File: src/rtl/heatmap_pkg.sv
// heatmap_pkg: shared definitions for the heat-map bank arbiter slice.
//   - Default geometry of the per-column M10K banks (N_COLS, COL_W, ROW_W, DATA_W).
//   - Arbiter FSM state encoding.
//   - Bit positions of the (x, y, val) fields inside a packed shared-SRAM word,
//     plus a helper that unpacks one word into a sample struct.
package heatmap_pkg;

    localparam int unsigned N_COLS = 64;
    localparam int unsigned COL_W  = 6;
    localparam int unsigned ROW_W  = 10;
    localparam int unsigned DATA_W = 8;

    // S_IDLE  : no bank access this cycle
    // S_ACC   : a bank access is in flight
    // S_WR_GAP: wr_ack is high; a still-held wr_req is ignored here
    typedef enum logic [1:0] {
        S_IDLE   = 2'd0,
        S_ACC    = 2'd1,
        S_WR_GAP = 2'd2
    } state_t;

    // Packed shared-SRAM sample word: X[29:20], Y[17:8], VAL[7:0]
    localparam int unsigned SRAM_X_MSB   = 29;
    localparam int unsigned SRAM_X_LSB   = 20;
    localparam int unsigned SRAM_Y_MSB   = 17;
    localparam int unsigned SRAM_Y_LSB   = 8;
    localparam int unsigned SRAM_VAL_MSB = 7;
    localparam int unsigned SRAM_VAL_LSB = 0;

    typedef struct packed {
        logic [SRAM_X_MSB-SRAM_X_LSB:0]     x;
        logic [SRAM_Y_MSB-SRAM_Y_LSB:0]     y;
        logic [SRAM_VAL_MSB-SRAM_VAL_LSB:0] val;
    } hm_sample_t;

    function automatic hm_sample_t unpack_sample(input logic [31:0] word);
        hm_sample_t s;
        s.x   = word[SRAM_X_MSB:SRAM_X_LSB];
        s.y   = word[SRAM_Y_MSB:SRAM_Y_LSB];
        s.val = word[SRAM_VAL_MSB:SRAM_VAL_LSB];
        return s;
    endfunction

endpackage

File: src/rtl/heatmap_rd_pipe.sv
// heatmap_rd_pipe: read-return path of the heat-map bank arbiter.
// Delays the accepted read column and its in-range flag by RD_LAT cycles so
// they line up with the bank output, then registers the selected column slice.
// Ports:
//   clock, reset     - system clock, synchronous active-high reset
//   i_push           - a read was granted this cycle
//   i_col            - column of the granted read
//   i_bank_rdata     - flattened bank outputs, column c at [c*DATA_W +: DATA_W]
//   o_rd_valid       - read data valid (RD_LAT+1 cycles after i_push)
//   o_rd_data        - read data; zero for out-of-range columns
module heatmap_rd_pipe
    import heatmap_pkg::*;
#(
    parameter int unsigned N_COLS = heatmap_pkg::N_COLS,
    parameter int unsigned COL_W  = heatmap_pkg::COL_W,
    parameter int unsigned DATA_W = heatmap_pkg::DATA_W,
    parameter int unsigned RD_LAT = 2
) (
    input  logic                     clock,
    input  logic                     reset,
    input  logic                     i_push,
    input  logic [COL_W-1:0]         i_col,
    input  logic [N_COLS*DATA_W-1:0] i_bank_rdata,
    output logic                     o_rd_valid,
    output logic [DATA_W-1:0]        o_rd_data
);

    // One extra bit so N_COLS == 2**COL_W is representable.
    localparam logic [COL_W:0] NCOLS_W = (COL_W + 1)'(N_COLS);

    logic [COL_W-1:0]  r_col [RD_LAT];
    logic [RD_LAT-1:0] r_vld;
    logic [RD_LAT-1:0] r_inr;
    logic              r_rd_valid;
    logic [DATA_W-1:0] r_rd_data;

    logic              w_in_range;
    logic [DATA_W-1:0] w_slice;

    assign w_in_range = ({1'b0, i_col} < NCOLS_W);

    // Column mux driven by the tail of the delay chain; an unmatched index reads zero.
    always_comb begin
        w_slice = '0;
        for (int c = 0; c < int'(N_COLS); c++) begin
            if (r_col[RD_LAT-1] == COL_W'(c)) begin
                w_slice = i_bank_rdata[c*DATA_W +: DATA_W];
            end
        end
    end

    always_ff @(posedge clock) begin
        if (reset) begin
            for (int i = 0; i < int'(RD_LAT); i++) begin
                r_col[i] <= '0;
            end
            r_vld      <= '0;
            r_inr      <= '0;
            r_rd_valid <= 1'b0;
            r_rd_data  <= '0;
        end else begin
            r_col[0] <= i_col;
            r_vld[0] <= i_push;
            r_inr[0] <= i_push && w_in_range;
            for (int i = 1; i < int'(RD_LAT); i++) begin
                r_col[i] <= r_col[i-1];
                r_vld[i] <= r_vld[i-1];
                r_inr[i] <= r_inr[i-1];
            end
            r_rd_valid <= r_vld[RD_LAT-1];
            r_rd_data  <= r_inr[RD_LAT-1] ? w_slice : '0;
        end
    end

    assign o_rd_valid = r_rd_valid;
    assign o_rd_data  = r_rd_data;

endmodule

File: src/rtl/heatmap_bank_arbiter.sv
// heatmap_bank_arbiter: owns the port of the per-column heat-map M10K banks and
// shares it between the HPS update path (writes) and VGA scan-out (reads).
// Reads win every cycle, except that a write denied MAX_WAIT consecutive cycles
// is forced through, dropping that cycle's read.
// Ports:
//   clock, reset                 - system clock, synchronous active-high reset
//   i_wr_req/col/row/data        - write request, held stable until o_wr_ack
//   o_wr_ack                     - one-cycle pulse, coincident with o_bank_we
//   i_rd_req/col/row             - single-cycle read request
//   o_rd_gnt                     - combinational: read accepted this cycle
//   o_rd_valid, o_rd_data        - read return, RD_LAT+1 cycles after the grant
//   o_bank_sel/row/we/wdata      - registered bank port (one-hot column select)
//   i_bank_rdata                 - flattened bank outputs
//   o_forced_cnt                 - saturating count of forced writes
module heatmap_bank_arbiter
    import heatmap_pkg::*;
#(
    parameter int unsigned N_COLS   = heatmap_pkg::N_COLS,
    parameter int unsigned COL_W    = heatmap_pkg::COL_W,
    parameter int unsigned ROW_W    = heatmap_pkg::ROW_W,
    parameter int unsigned DATA_W   = heatmap_pkg::DATA_W,
    parameter int unsigned RD_LAT   = 2,
    parameter int unsigned MAX_WAIT = 15
) (
    input  logic                     clock,
    input  logic                     reset,
    input  logic                     i_wr_req,
    input  logic [COL_W-1:0]         i_wr_col,
    input  logic [ROW_W-1:0]         i_wr_row,
    input  logic [DATA_W-1:0]        i_wr_data,
    output logic                     o_wr_ack,
    input  logic                     i_rd_req,
    input  logic [COL_W-1:0]         i_rd_col,
    input  logic [ROW_W-1:0]         i_rd_row,
    output logic                     o_rd_gnt,
    output logic                     o_rd_valid,
    output logic [DATA_W-1:0]        o_rd_data,
    output logic [N_COLS-1:0]        o_bank_sel,
    output logic [ROW_W-1:0]         o_bank_row,
    output logic                     o_bank_we,
    output logic [DATA_W-1:0]        o_bank_wdata,
    input  logic [N_COLS*DATA_W-1:0] i_bank_rdata,
    output logic [15:0]              o_forced_cnt
);

    localparam int unsigned WAIT_W = (MAX_WAIT < 1) ? 1 : $clog2(MAX_WAIT + 1);
    localparam logic [WAIT_W-1:0] WAIT_MAX = WAIT_W'(MAX_WAIT);

    state_t             r_state;
    logic [WAIT_W-1:0]  r_wait_cnt;
    logic [15:0]        r_forced_cnt;
    logic               r_wr_ack;
    logic [N_COLS-1:0]  r_bank_sel;
    logic [ROW_W-1:0]   r_bank_row;
    logic               r_bank_we;
    logic [DATA_W-1:0]  r_bank_wdata;

    logic               w_wr_elig;
    logic               w_force;
    logic               w_rd_grant;
    logic               w_wr_grant;
    logic [COL_W-1:0]   w_col;
    logic [ROW_W-1:0]   w_row;
    logic [N_COLS-1:0]  w_onehot;

    // A write is only eligible outside the ack cycle, so a held request cannot
    // be committed twice.
    assign w_wr_elig  = i_wr_req && (r_state != S_WR_GAP);
    assign w_force    = w_wr_elig && (r_wait_cnt == WAIT_MAX);
    assign w_rd_grant = i_rd_req && !w_force;
    assign w_wr_grant = w_force || (w_wr_elig && !i_rd_req);

    assign w_col = w_wr_grant ? i_wr_col : i_rd_col;
    assign w_row = w_wr_grant ? i_wr_row : i_rd_row;

    // Columns at or beyond N_COLS match no bit and leave every bank disabled.
    always_comb begin
        w_onehot = '0;
        for (int c = 0; c < int'(N_COLS); c++) begin
            if (w_col == COL_W'(c)) begin
                w_onehot[c] = 1'b1;
            end
        end
    end

    always_ff @(posedge clock) begin
        if (reset) begin
            r_state      <= S_IDLE;
            r_wait_cnt   <= '0;
            r_forced_cnt <= '0;
            r_wr_ack     <= 1'b0;
            r_bank_sel   <= '0;
            r_bank_row   <= '0;
            r_bank_we    <= 1'b0;
            r_bank_wdata <= '0;
        end else begin
            if (w_wr_grant) begin
                r_state <= S_WR_GAP;
            end else if (w_rd_grant) begin
                r_state <= S_ACC;
            end else begin
                r_state <= S_IDLE;
            end

            r_wr_ack  <= w_wr_grant;
            r_bank_we <= w_wr_grant;

            // Row and write data hold across idle cycles; only the select drops.
            if (w_wr_grant || w_rd_grant) begin
                r_bank_sel   <= w_onehot;
                r_bank_row   <= w_row;
                r_bank_wdata <= i_wr_data;
            end else begin
                r_bank_sel <= '0;
            end

            if (!i_wr_req || w_wr_grant) begin
                r_wait_cnt <= '0;
            end else if (w_wr_elig && (r_wait_cnt != WAIT_MAX)) begin
                r_wait_cnt <= r_wait_cnt + WAIT_W'(1);
            end

            if (w_force && (r_forced_cnt != 16'hFFFF)) begin
                r_forced_cnt <= r_forced_cnt + 16'd1;
            end
        end
    end

    heatmap_rd_pipe #(
        .N_COLS (N_COLS),
        .COL_W  (COL_W),
        .DATA_W (DATA_W),
        .RD_LAT (RD_LAT)
    ) u_rd_pipe (
        .clock        (clock),
        .reset        (reset),
        .i_push       (w_rd_grant),
        .i_col        (i_rd_col),
        .i_bank_rdata (i_bank_rdata),
        .o_rd_valid   (o_rd_valid),
        .o_rd_data    (o_rd_data)
    );

    assign o_rd_gnt     = w_rd_grant;
    assign o_wr_ack     = r_wr_ack;
    assign o_bank_sel   = r_bank_sel;
    assign o_bank_row   = r_bank_row;
    assign o_bank_we    = r_bank_we;
    assign o_bank_wdata = r_bank_wdata;
    assign o_forced_cnt = r_forced_cnt;

endmodule

File: config.mk
export PLATFORM = sky130hd
export DESIGN_NAME = heatmap_bank_arbiter
export DESIGN_NICKNAME = d
export VERILOG_FILES = /design/src/rtl/heatmap_pkg.sv /design/src/rtl/heatmap_rd_pipe.sv /design/src/rtl/heatmap_bank_arbiter.sv
export SDC_FILE = /design/constraint.sdc
export NUM_CORES = 1
export LEC_CHECK = 0
export CAP_MARGIN = 20
export CELL_PAD_IN_SITES_DETAIL_PLACEMENT = 2
export CELL_PAD_IN_SITES_GLOBAL_PLACEMENT = 2
export CORE_AREA = 5 5 255 257
export CTS_BUF_LIST = sky130_fd_sc_hd__clkbuf_4
export CTS_CLUSTER_DIAMETER = 80
export DETAILED_ROUTE_END_ITERATION = 8
export DIE_AREA = 0 0 260 262
export HOLD_SLACK_MARGIN = 0.02
export PLACE_DENSITY_LB_ADDON = 0.08
export SLEW_MARGIN = 10
export SYNTH_ARGS = -nofsm -noshare
export SYNTH_HDL_FRONTEND = slang
export SYNTH_HIERARCHICAL = 1
export SYNTH_SLANG_ARGS = --single-unit
File: constraint.sdc
create_clock -name clock -period 7 [get_ports clock]
set_input_delay 1.4 -clock clock [delete_from_list [all_inputs] [get_ports clock]]
set_output_delay 1.4 -clock clock [all_outputs]
set_load 0.1 [all_outputs]
==> out/results.tsv, run 1 <==
stage	metric	value	unit
run_status	status	completed	
route	drcViolationCount	0	
logic_synthesis	ys_seq_area_frac	0.223	
run	drv_cap	0	
sta	skew	0.0473	ns
critical_path	cp_max_fo	9	
route	drtIter0Drc	671	
layout	drive_gt1_frac	0.0859	
critical_path	max_stage_delay	1.00	ns
route	vias	15200	
power_and_ir_drop	peakVddDrop	0.000129	V
sta	setup_viol	0	
min_path	whs_path_depth	1	
clock_network	path_clk_slew	0.16	ns
sta	fmax	0.180	GHz
power_and_ir_drop	p_leak	0.00640	uW
route	top_layer	met5	
clock_network	clockBufferDepth	2	
logic_synthesis	yosysWarningCount	6	
die	die_w	260	microns
sta	slew_headroom	0.235	
logic_synthesis	synth_top_area_frac	0.223	
route	wl	89.2	mm
sta	setup_tns	0	ns
logic_synthesis	yosysTopAreaCell	dfxtp_1	
clock_network	htree_num_levels	4	
layout	ff_latch_area	2550	sq um
route	viasPerCell	5.09	
grt	grt_pass1_vias	16500	
route	wl_met2	46.2	mm
critical_path	worstSetupStartpointType	input pin	
layout	fin_nets	2651	
grt	antenna_found_initial	50	
die	dieArea	68100	sq um
critical_path	cp_data_required_time	5.60	ns
route	ant_nets	0	
route	wl_met1	34.5	mm
grt	track_usage	0.247	
place	placedCellCount	2920	
logic_synthesis	synth_seq_cells	127	
die	core_area	62500	sq um
logic_synthesis	synthDistinctLibCells	92	
route	wl_met3	7.21	mm
critical_path	reg2regPathDepth	9	
clock_network	cts_made_buffers	17	
sta	rsz0062_at_grt	no	
critical_path	crit_chain	clkdlybuf4s50_1 > inv_1 > nor3_1 > nor2_1 > clkdlybuf4s50_1	
die	ios	666	
sta	finalCriticalPeriod	5.55	ns
die	start_util	0.182	
route	drt_pass1_iterations	8	
die	rows	92	
critical_path	cp.arrival	4.15	ns
critical_path	path_class	in2out	
clock_network	root_buffer	clkbuf_4	
logic_synthesis	synth_edf_count	0	
clock_network	cts_tree	yes	
layout	final_area	19100	sq um
logic_synthesis	netlist_area	11400	sq um
sta	slew_viol_final	0	
grt	grt_overflow_total	0	
critical_path	cp_slowest_cell	clkdlybuf4s50_1	
critical_path	cp-end-kind	output port	
logic_synthesis	ys_top_cells_by_area	dfxtp_1 (22%), mux2i_1 (7.7%), nor2_1 (6.1%)	
layout	synthToLayoutAreaGrowth	68.1	%
layout	fill_cells	7148	
power_and_ir_drop	p_per_area	113	nW/um^2
logic_synthesis	syn-instance-count	1518	
logic_synthesis	synth-main-ff-cell	dfxtp_1	
critical_path	critPathMostFrequentCell	clkdlybuf4s50_1	
grt	grt_pass1_wl	124	mm
clock_network	cts_hold_buffers	0	
logic_synthesis	synth_fp_nets	2076	
clock_network	insertion_delay	0.61	ns
place	postPlaceCellArea	18700	sq um
clock_network	clock-sinks	127	
grt	grt_max_degree	151	
sta	hold_viol	0	
clock_network	ctsResizeCount	0	
min_path	hold_class	reg2reg	
layout	finalNonFillerCells	2984	
place	gp_congestion	0.856	
sta	worstMarginPinSlew	1.14	ns
die	die_h	262	microns
logic_synthesis	async_flop_share	0	
route	wl_per_cell	29.9	microns
logic_synthesis	avgSynthCellArea	7.50	sq um
sta	period_share	0.792	
layout	multi_input_area	8090	sq um
place	port_buffers	665	
logic_synthesis	yosysMostFrequentCell	nor2_1	
clock_network	post_cts_buffers	0	
place	hpwl	71.4	mm
logic_synthesis	ys_top_cells_by_count	nor2_1 (184), a21oi_1 (134), dfxtp_1 (127), o21ai_0 (120), mux2i_1 (87)	
==> where the power goes <==
group	switching, uW	leakage (uW)	internal, uW
registers	17.1	0.00103	738
clock network	314	0.000168	262
logic	405	0.00520	416
==> cell families after synthesis <==
group	after synthesis	share of synthesized area
buf+inv	163	0.0707
flops	127	0.223
xor+xnor	3	0.00231
fa+ha+maj	2	0.00220
compound gates	539	0.311
simple gates	533	0.238
mux	151	0.153
==> stage by stage <==
stage,util,total power [uW],setup slack [ns],hold slack [ns]
final,0.306,2150,1.45,0.406
after global routing,0.305,2260,1.33,0.409
after CTS,0.305,2190,1.44,0.408
after detailed placement,0.300,1600,1.44,0.434
after global placement,0.299,1590,1.54,0.424
after floorplan,-,1100,2.58,0.414
==> per-layer routing <==
layer / global-route usage / up-vias
met4: 0.0527 / 44
met5: 0 / -
met1: 0.277 / 7590
met3: 0.0910 / 84
met2: 0.451 / 517
li1: - / 6954
==> path summary, 6_finish.rpt <==
path	from	to	slack, ns
worst max-delay path	i_wr_req	o_rd_gnt	1.45
worst min-delay path	u_rd_pipe/r_col[0][0]	u_rd_pipe/r_col[0][6]	0.41
worst max register to register	u_rd_pipe/r_col[0][7]	u_rd_pipe/o_rd_data[2]	2.84
worst min register to register	u_rd_pipe/r_col[0][0]	u_rd_pipe/r_col[0][6]	0.41
==> registers in the layout (all words and copies together) (netlist names) <==
signal	count
o_bank_sel	64
o_forced_cnt	16
u_rd_pipe/r_col	12
o_bank_row	10
o_bank_wdata	8
u_rd_pipe/o_rd_data	8
r_wait_cnt	4
r_state	2
u_rd_pipe/r_vld	2
u_rd_pipe/o_rd_valid	1
==> final cells by class <==
cell class                 count  area share
antenna                       32     0.00419
clock buffer                  20     0.00785
clock inverter                12     0.00837
inverter                      12     0.00242
multi-input combinational   1228       0.423
sequential                   127       0.133
tap                          846      0.0553
timing repair buffer         707       0.366
==> layout by cell type, fill, tap and decap left out, types with 12 or more instances in the layout <==
| cell | Yosys | final |
|---|---|---|
| o21ai_1 | 12 | 12 |
| clkdlybuf4s50_1 | 0 | 665 |
| o31ai_1 | 14 | 14 |
| a32oi_1 | 13 | 13 |
| nor2_1 | 184 | 183 |
| diode_2 | 0 | 32 |
| nand2b_1 | 21 | 19 |
| dfxtp_1 | 127 | 122 |
| nand3_1 | 54 | 54 |
| buf_4 | 20 | 38 |
| nand2_1 | 86 | 85 |
| o22ai_1 | 39 | 39 |
| a211oi_1 | 17 | 17 |
| clkbuf_4 | 0 | 20 |
| mux2i_1 | 87 | 87 |
| nor2b_1 | 39 | 37 |
| o221ai_1 | 14 | 14 |
| mux4_2 | 12 | 12 |
| o21ai_0 | 120 | 120 |
| o211ai_1 | 16 | 16 |
| a21oi_1 | 134 | 134 |
| a31oi_1 | 22 | 22 |
| nor3_1 | 65 | 64 |
| mux2_2 | 47 | 47 |
==> worst max-delay path, delay by kind of cell <==
kind / cells / cell delay (ns)
buffers and inverters: 3 / 1.91
and+or+nand+nor: 2 / 0.83
Note: power is estimated with default switching activity, not from simulation.
==> run 2, diff against run 1 <==
CORE_AREA = 5 5 260 262   (was 5 5 255 257)
DIE_AREA = 0 0 265 267   (was 0 0 260 262)
clock period = 5.3 ns   (was 7 ns; I/O delays follow)
==> out/results.tsv, run 2 (synthesis results as in run 1) <==
stage	metric	value	unit	change
run_status	status	completed		
die	start_util	0.175		-0.00741
run	drv_cap	0		unchanged
die	rows	94		+2.2%
layout	drive_gt1_frac	0.0859		unchanged
layout	fill_cells	7512		+5.1%
die	dieArea	70800	sq um	+3.9%
grt	grt_pass1_wl	130	mm	+4.8%
power_and_ir_drop	switching_share	0.348		+0.00589
layout	ff_latch_area	2550	sq um	about the same
power_and_ir_drop	finalPower	2770	uW	+29%
layout	finalNonFillerCells	2997		+0.44%
min_path	hold_class	reg2reg		
grt	grt_max_degree	143		-5.3%
sta	setup_viol	0		unchanged
sta	skew	0.0342	ns	-0.0131 ns
grt	grt_overflow_total	0		unchanged
layout	layout_common_cells	clkdlybuf4s50_1 (664), nor2_1 (183), a21oi_1 (134)		
critical_path	cp.arrival	4.65	ns	+0.50 ns
route	drcViolationCount	0		unchanged
layout	synthToLayoutAreaGrowth	68.3	%	
clock_network	cts_made_buffers	17		unchanged
clock_network	cts_hold_buffers	0		unchanged
layout	layout_commonest_cell	clkdlybuf4s50_1		
die	core_area	65200	sq um	+4.2%
sta	setup_tns	0	ns	unchanged
route	wl_per_cell	31.6	microns	+5.5%
critical_path	cp-end-kind	flop		
sta	fmax	0.236	GHz	
grt	grt_pass1_vias	16700		+1.0%
route	wl	94.6	mm	+6.0%
critical_path	path_class	reg2reg		
sta	slew_viol_final	0		unchanged
layout	largest_reg_flops	64		unchanged
sta	rsz0062_at_grt	no		
route	vias	15200		+0.38%
sta	slew_headroom	0.214		-0.0214
route	ant_nets	0		unchanged
clock_network	cts_tree	yes		
power_and_ir_drop	pwr-share-comb	0.395		+0.014
route	viasPerCell	5.09		about the same
clock_network	ctsResizeCount	0		unchanged
clock_network	insertion_delay	0.57	ns	-0.04 ns
sta	period_share	0.801		
place	hpwl	75.1	mm	+5.1%
critical_path	worstSetupStartpointType	flop		
clock_network	root_buffer	clkbuf_4		
sta	finalCriticalPeriod	4.25	ns	
place	placedCellCount	2941		+0.72%
power_and_ir_drop	clock_power_share	0.240		-0.028
critical_path	cp_max_fo	32		+23
clock_network	path_clk_slew	0.11	ns	-0.05 ns
power_and_ir_drop	seq_power_share	0.365		+0.014
die	die_h	267	microns	+1.9%
place	gp_congestion	0.871		+1.8%
die	die_w	265	microns	+1.9%
sta	worstMarginPinSlew	1.15	ns	+0.00600 ns
layout	multi_input_area	8090	sq um	unchanged
route	drt_pass1_iterations	5		-3
power_and_ir_drop	peakVddDrop	0.000196	V	+52%
grt	antenna_found_initial	50		unchanged
clock_network	clockBufferDepth	2		unchanged
layout	fin_nets	2654		+0.11%
clock_network	htree_num_levels	4		unchanged
sta	hold_viol	0		unchanged
power_and_ir_drop	p_leak	0.00641	uW	+0.12%
power_and_ir_drop	p_int	1810	uW	+28%
clock_network	clock-sinks	127		unchanged
power_and_ir_drop	p_switching	964	uW	+31%
power_and_ir_drop	p_per_area	145	nW/um^2	+29%
die	ios	666		unchanged
route	drtIter0Drc	708		+5.5%
clock_network	post_cts_buffers	0		unchanged
critical_path	cp_data_required_time	5.70	ns	+0.10 ns
place	port_buffers	665		unchanged
grt	track_usage	0.252		+0.00422
[run 2: power groups by stage]
stage,registers [uW],clock network [uW],logic (uW)
after detailed placement,1030,0,1100
after CTS,1010,706,1110
after global routing,1020,744,1150
after floorplan,1110,0,339
after global placement,1030,0,1090
final,1010,666,1100
[run 2: worst max-delay path, cell delays in order, from the launching register on]
cell	delay [ns]
dfxtp_2	0.94
nor2b_1	0.42
and3b_1	0.71
a31oi_1	0.07
o21ai_0	0.50
o21ai_0	0.30
nor2_1	0.23
o221ai_1	0.34
a31oi_1	0.57
[run 2: per-layer routing]
layer / vias to the layer above / share of wire / track usage
li1: 6949 / - / -
met2: 512 / 0.52 / 0.454
met1: 7646 / 0.40 / 0.286
met5: - / 0.0026 / 0
met4: 38 / 0.019 / 0.0740
met3: 101 / 0.067 / 0.0780
[run 2: final cells by class]
type,instances,area share
diodes,27,0.00353
repair buffers,710,0.369
multi-input cells,1228,0.422
flip-flops and latches,127,0.133
clock buffers,20,0.00784
well taps,864,0.0564
clock inverters,9,0.00503
inverters,12,0.00242
[run 2: final timing paths]
path                              start                      to  slack (ns)  cells past startpoint
setup / recovery  u_rd_pipe/r_col[0][9]  u_rd_pipe/o_rd_data[5]        1.05                      8
hold reg to reg   u_rd_pipe/r_col[0][1]   u_rd_pipe/r_col[0][7]        0.44                      1
setup reg to reg  u_rd_pipe/r_col[0][9]  u_rd_pipe/o_rd_data[5]        1.05                      8
hold / removal    u_rd_pipe/r_col[0][1]   u_rd_pipe/r_col[0][7]        0.44                      1
[run 2: metrics by stage]
stage / hold slack, ns / utilization / setup slack [ns] / cell area [sq um]
global route: 0.455 / 0.294 / 0.838 / 19100
detailed placement: 0.425 / 0.289 / 0.892 / 18800
floorplan: 0.414 / - / 1.56 / 11400
finish: 0.441 / 0.294 / 1.05 / 19200
CTS: 0.444 / 0.293 / 0.860 / 19100
global placement: 0.425 / 0.288 / 0.875 / 18800
==> patch 1, RTL diff (flow settings as in run 1) <==
Make the reset (`reset`) asynchronous in 2 clocked blocks. Comments in the files are not updated.
--- a/src/rtl/heatmap_rd_pipe.sv
+++ b/src/rtl/heatmap_rd_pipe.sv
@@ -49,7 +49,7 @@
         end
     end
 
-    always_ff @(posedge clock) begin
+    always_ff @(posedge clock or posedge reset) begin
         if (reset) begin
             for (int i = 0; i < int'(RD_LAT); i++) begin
                 r_col[i] <= '0;
--- a/src/rtl/heatmap_bank_arbiter.sv
+++ b/src/rtl/heatmap_bank_arbiter.sv
@@ -83,7 +83,7 @@
         end
     end
 
-    always_ff @(posedge clock) begin
+    always_ff @(posedge clock or posedge reset) begin
         if (reset) begin
             r_state      <= S_IDLE;
             r_wait_cnt   <= '0;
Function: differs if reset is asserted again (counterexample within 4 cycles, from zero or initial values and one cycle with reset high); with reset held inactive, the same outputs for 10 cycles.
==> patch 1 against run 1 <==
- combinational power increased by 19%
- core utilization increased by 0.17 points
- wire length increased by 0.20%
- critical path depth increased by 1
- register-to-register slack got worse by 0.13 ns
- synthesized area increased by 0.81%
- sequential cell count unchanged
- power increased by 8.3%
- first-iteration DRC count increased by 16%
- worst setup slack improved by 0.37 ns
- global-route usage increased by 0.36 points
- count of clock-buffer cells in the layout decreased by 3
- via count decreased by 1.7%
- cell area increased by 0.57%
- critical endpoint unchanged
- highest routed layer unchanged
==> patch 1: results (changes against run 1) <==
metric;value;unit;change
pin count of the biggest net entering global routing;158;;was 151
sw frac;38.8;%;was 34.2%
outcome;completed;;unchanged
Metal-1 WL;35.9;mm;was 34.5 mm
Seq pwr share;34.1;%;was 35.1%
vias per cell;5.14;;was 5.09
metal2 WL;46.3;mm;was 46.2 mm
DP Area;0.0189;mm²;was 0.0187 mm²
distinct cell type count after synthesis;94;;was 92
met3 usage;6.09;%;was 9.10%
fraction of area in multi-input gates;39.8;%;was 42.3%
M1 GR Usage;29.5;%;was 27.7%
Worst Path Max Fanout;12;;was 9
worst r2r src;u_rd_pipe/r_col[0];;was u_rd_pipe/r_col[0][7]
first-pass GRT wire length;126;mm;was 124 mm
final-layout clock buffer total;17;;was 20
vias in the first global route;16441;;was 16485
Inverters, non-clock;13;;was 12
syn_area_per_cell;7.93;µm²;was 7.50 µm²
GR met2 Demand/Resource;46.0;%;was 45.1%
cells on worst reg2reg path;8;;was 9
met3 WL;5.33;mm;was 7.21 mm
nonclk buf count;695;;was 707
reg2reg setup slack;2.71;ns;was 2.84 ns
Data buffer area share;36.0;%;was 36.6%
initial antenna violation count;36;;was 50
Worst Hold Depth;0;;was 1
wire per inst;30.8;µm;was 29.9 µm
GPL Wtd Cong;0.859;;was 0.856
Final Skew;0.0254;ns;was 0.0473 ns
share of cells above drive strength 1;7.30;%;was 8.59%
Fillers;7105;;was 7148
Clock buf/inv share;1.55;%;was 1.62%
Pleak;7.07;nW;was 6.40 nW
peak supply drop;0.151;mV;was 0.129 mV
Mapped Nets;2004;;was 2076
Async SR Flop Fraction;100;%;was 0%
WHS Endpoint;u_rd_pipe/r_col[3];;was u_rd_pipe/r_col[0][6]
fin crit period;5.18;ns;was 5.55 ns
Commonest cells post-synth;129 x nor2_1, 127 x dfrtp_1, 111 x a21oi_1;;was 184 x nor2_1, 134 x a21oi_1, 127 x dfxtp_1
Multi-Input Combinational;1173;;was 1228
Internal;1.43;mW;was 1.42 mW
combinational fraction of design power;42.1;%;was 38.1%
Reg area;0.00319;mm²;was 0.00255 mm²
min-delay src;u_rd_pipe/r_col[9];;was u_rd_pipe/r_col[0][0]
Slew Limit Headroom;26.7;%;was 23.5%
patch 1: stage by stage:
stage | hold slack [ns] | util [%]
CTS | 0.324 | 30.7
detailed placement | 0.338 | 30.2
floorplan | 0.331 | -
global route | 0.329 | 30.8
global placement | 0.333 | 30.2
finish | 0.338 | 30.8
patch 1: cells by family (layout without fill, tap and decap cells):
family	count (synthesis)	in the layout	synth area share, %
buf+inv	146	740	6.05
simple gates	525	525	24.4
fa+ha+maj	2	2	0.218
mux	109	109	10.3
compound gates	522	522	30.2
flops	127	127	27.7
xor+xnor	15	15	1.15
other cells	0	20	0
patch 1: critical path, stage by stage:
cell and delay (ns):
clkdlybuf4s50_1 0.67, inv_2 0.11, o31ai_2 0.26, buf_4 0.23, inv_1 0.10, clkdlybuf4s50_1 0.99
==> patch 2, RTL diff (flow settings as in run 1) <==
Without the edit above. `RD_LAT` is set to 2 in 2 places; all go to 1.
--- a/src/rtl/heatmap_rd_pipe.sv
+++ b/src/rtl/heatmap_rd_pipe.sv
@@ -14,7 +14,7 @@
     parameter int unsigned N_COLS = heatmap_pkg::N_COLS,
     parameter int unsigned COL_W  = heatmap_pkg::COL_W,
     parameter int unsigned DATA_W = heatmap_pkg::DATA_W,
-    parameter int unsigned RD_LAT = 2
+    parameter int unsigned RD_LAT = 1
 ) (
     input  logic                     clock,
     input  logic                     reset,
--- a/src/rtl/heatmap_bank_arbiter.sv
+++ b/src/rtl/heatmap_bank_arbiter.sv
@@ -19,7 +19,7 @@
     parameter int unsigned COL_W    = heatmap_pkg::COL_W,
     parameter int unsigned ROW_W    = heatmap_pkg::ROW_W,
     parameter int unsigned DATA_W   = heatmap_pkg::DATA_W,
-    parameter int unsigned RD_LAT   = 2,
+    parameter int unsigned RD_LAT   = 1,
     parameter int unsigned MAX_WAIT = 15
 ) (
     input  logic                     clock,
Check against the original RTL: not equivalent (Yosys sat finds a counterexample within 4 cycles, from zero or initial values and one cycle with reset high).
==> patch 2 against run 1 <==
- wire length down 1.5%
- clock skew is 0.041 ns higher
- worst setup slack better by 0.073 ns
- core utilization is 0.30 points lower
- cell area fell by 0.97%
- power fell by 0.48%
- synthesized cell count fell by 0.26%
- synthesized area down 1.2%
- die area unchanged
- sequential cell count shrank 7
- critical path type unchanged
- critical endpoint unchanged
- largest cell class unchanged
- largest power group unchanged
==> patch 2: results (changes against run 1) <==
metric;value;unit;change
min-delay src;o_bank_row[3];;was u_rd_pipe/r_col[0][0]
sw frac;39.5;%;was 34.2%
initial antenna violation count;60;;was 50
first-pass GRT wire length;122;mm;was 124 mm
part of the power in the clock network;24.6;%;was 26.8%
Commonest cells post-synth;200 x nor2_1, 137 x a21oi_1, 120 x dfxtp_1;;was 184 x nor2_1, 134 x a21oi_1, 127 x dfxtp_1
post-detail-place hpwl;70.0;mm;was 71.4 mm
Worst Setup EP;o_rd_gnt;;unchanged
largest cells by area after synthesis;dfxtp_1 21%, mux2i_1 7.8%, nor2_1 6.7%;;was dfxtp_1 22%, mux2i_1 7.7%, nor2_1 6.1%
pin count of the biggest net entering global routing;76;;was 151
WHS Endpoint;o_bank_row[3];;was u_rd_pipe/r_col[0][6]
clk slew on worst S/H paths;0.12;ns;was 0.16 ns
CP arrival;4.07;ns;was 4.15 ns
distinct cell type count after synthesis;98;;was 92
Final Skew;0.0881;ns;was 0.0473 ns
reg-to-reg endpoint;u_rd_pipe/o_rd_data[7];;was u_rd_pipe/o_rd_data[2]
share of cells above drive strength 1;8.04;%;was 8.59%
DR pass1 iterations;5;;was 8
via count;15145;;was 15189
sequential group power;720;µW;was 755 µW
GPL Wtd Cong;0.873;;was 0.856
worst r2r src;u_rd_pipe/r_col[0][1];;was u_rd_pipe/r_col[0][7]
peak supply drop;0.135;mV;was 0.129 mV
outcome;completed;;unchanged
Pleak;6.32;nW;was 6.40 nW
clock latency on the worst-skew pair;0.69;ns;was 0.61 ns
Nets;2648;;was 2651
crit path launch;i_wr_req;;unchanged
cells on worst reg2reg path;8;;was 9
wire per inst;29.4;µm;was 29.9 µm
Mapped Nets;2072;;was 2076
met3 WL;5.88;mm;was 7.21 mm
vias in the first global route;16576;;was 16485
Metal-1 WL;35.6;mm;was 34.5 mm
GRT Total Usage;24.5;%;was 24.7%
initial drt markers;699;;was 671
Seq/Total Area, Yosys;21.4;%;was 22.3%
Longest Clk Path Bufs;2;;unchanged
Slew Limit Headroom;25.0;%;was 23.5%
DP Area;0.0186;mm²;was 0.0187 mm²
reg2reg setup slack;3.13;ns;was 2.84 ns
Worst Hold Depth;2;;was 1
-- patch 2: changes by cell type in the layout (fill, tap and decap cells not counted), sizes merged, moves of 9 or more --
cell | run 1 | this run
nor2 | 184 | 200
a211oi | 19 | 31
nand2 | 86 | 103
nand3 | 56 | 36
mux2 | 48 | 35
nor3 | 67 | 53
a31oi | 22 | 31
-- patch 2: layout make-up --
cell class                      instances  area, µm²
Clock inverter                         15        153
Antenna cell                           39       97.6
Sequential cell                       120       2410
Timing Repair Buffer                  709       7020
Multi-Input combinational cell       1234       8050
Fill cell                            7284      43600
Inverter                                8       32.5
Tap cell                              846       1060
Clock buffer                           17        128
-- patch 2: routing by layer --
layer	track usage, %	up-vias
met2	42.8	466
met1	28.9	7557
met3	7.08	112
met4	8.20	40
met5	0	-
li1	-	6970
-- patch 2: critical path: stages --
cell             delay, ns
clkdlybuf4s50_1       0.75
inv_1                 0.14
nor3_1                0.61
nor2_1                0.14
clkdlybuf4s50_1       1.02
-- patch 2: kinds of logic after synthesis --
group,count (synthesis),synth area share (%)
muxes,137,13.8
AOI/OAI and AO/OA,565,33.1
and+or+nand+nor,528,23.9
adders and majority gates,2,0.223
buffers and inverters,160,7.48
DFF,120,21.4
xor gates and xnor gates,2,0.156
-- patch 2: stage by stage --
stage | hold slack [ns] | std cells | util, % | power [mW] | setup slack [ns]
2_1_floorplan | 0.491 | 1514 | - | 1.12 | 2.58
3_3_place_gp | 0.436 | 2916 | 29.7 | 1.63 | 1.54
3_5_place_dp | 0.447 | 2917 | 29.7 | 1.64 | 1.49
4_1_cts | 0.467 | 2949 | 30.2 | 2.20 | 1.49
5_1_grt | 0.492 | 2979 | 30.3 | 2.26 | 1.33
6_report | 0.461 | 2988 | 30.3 | 2.14 | 1.53
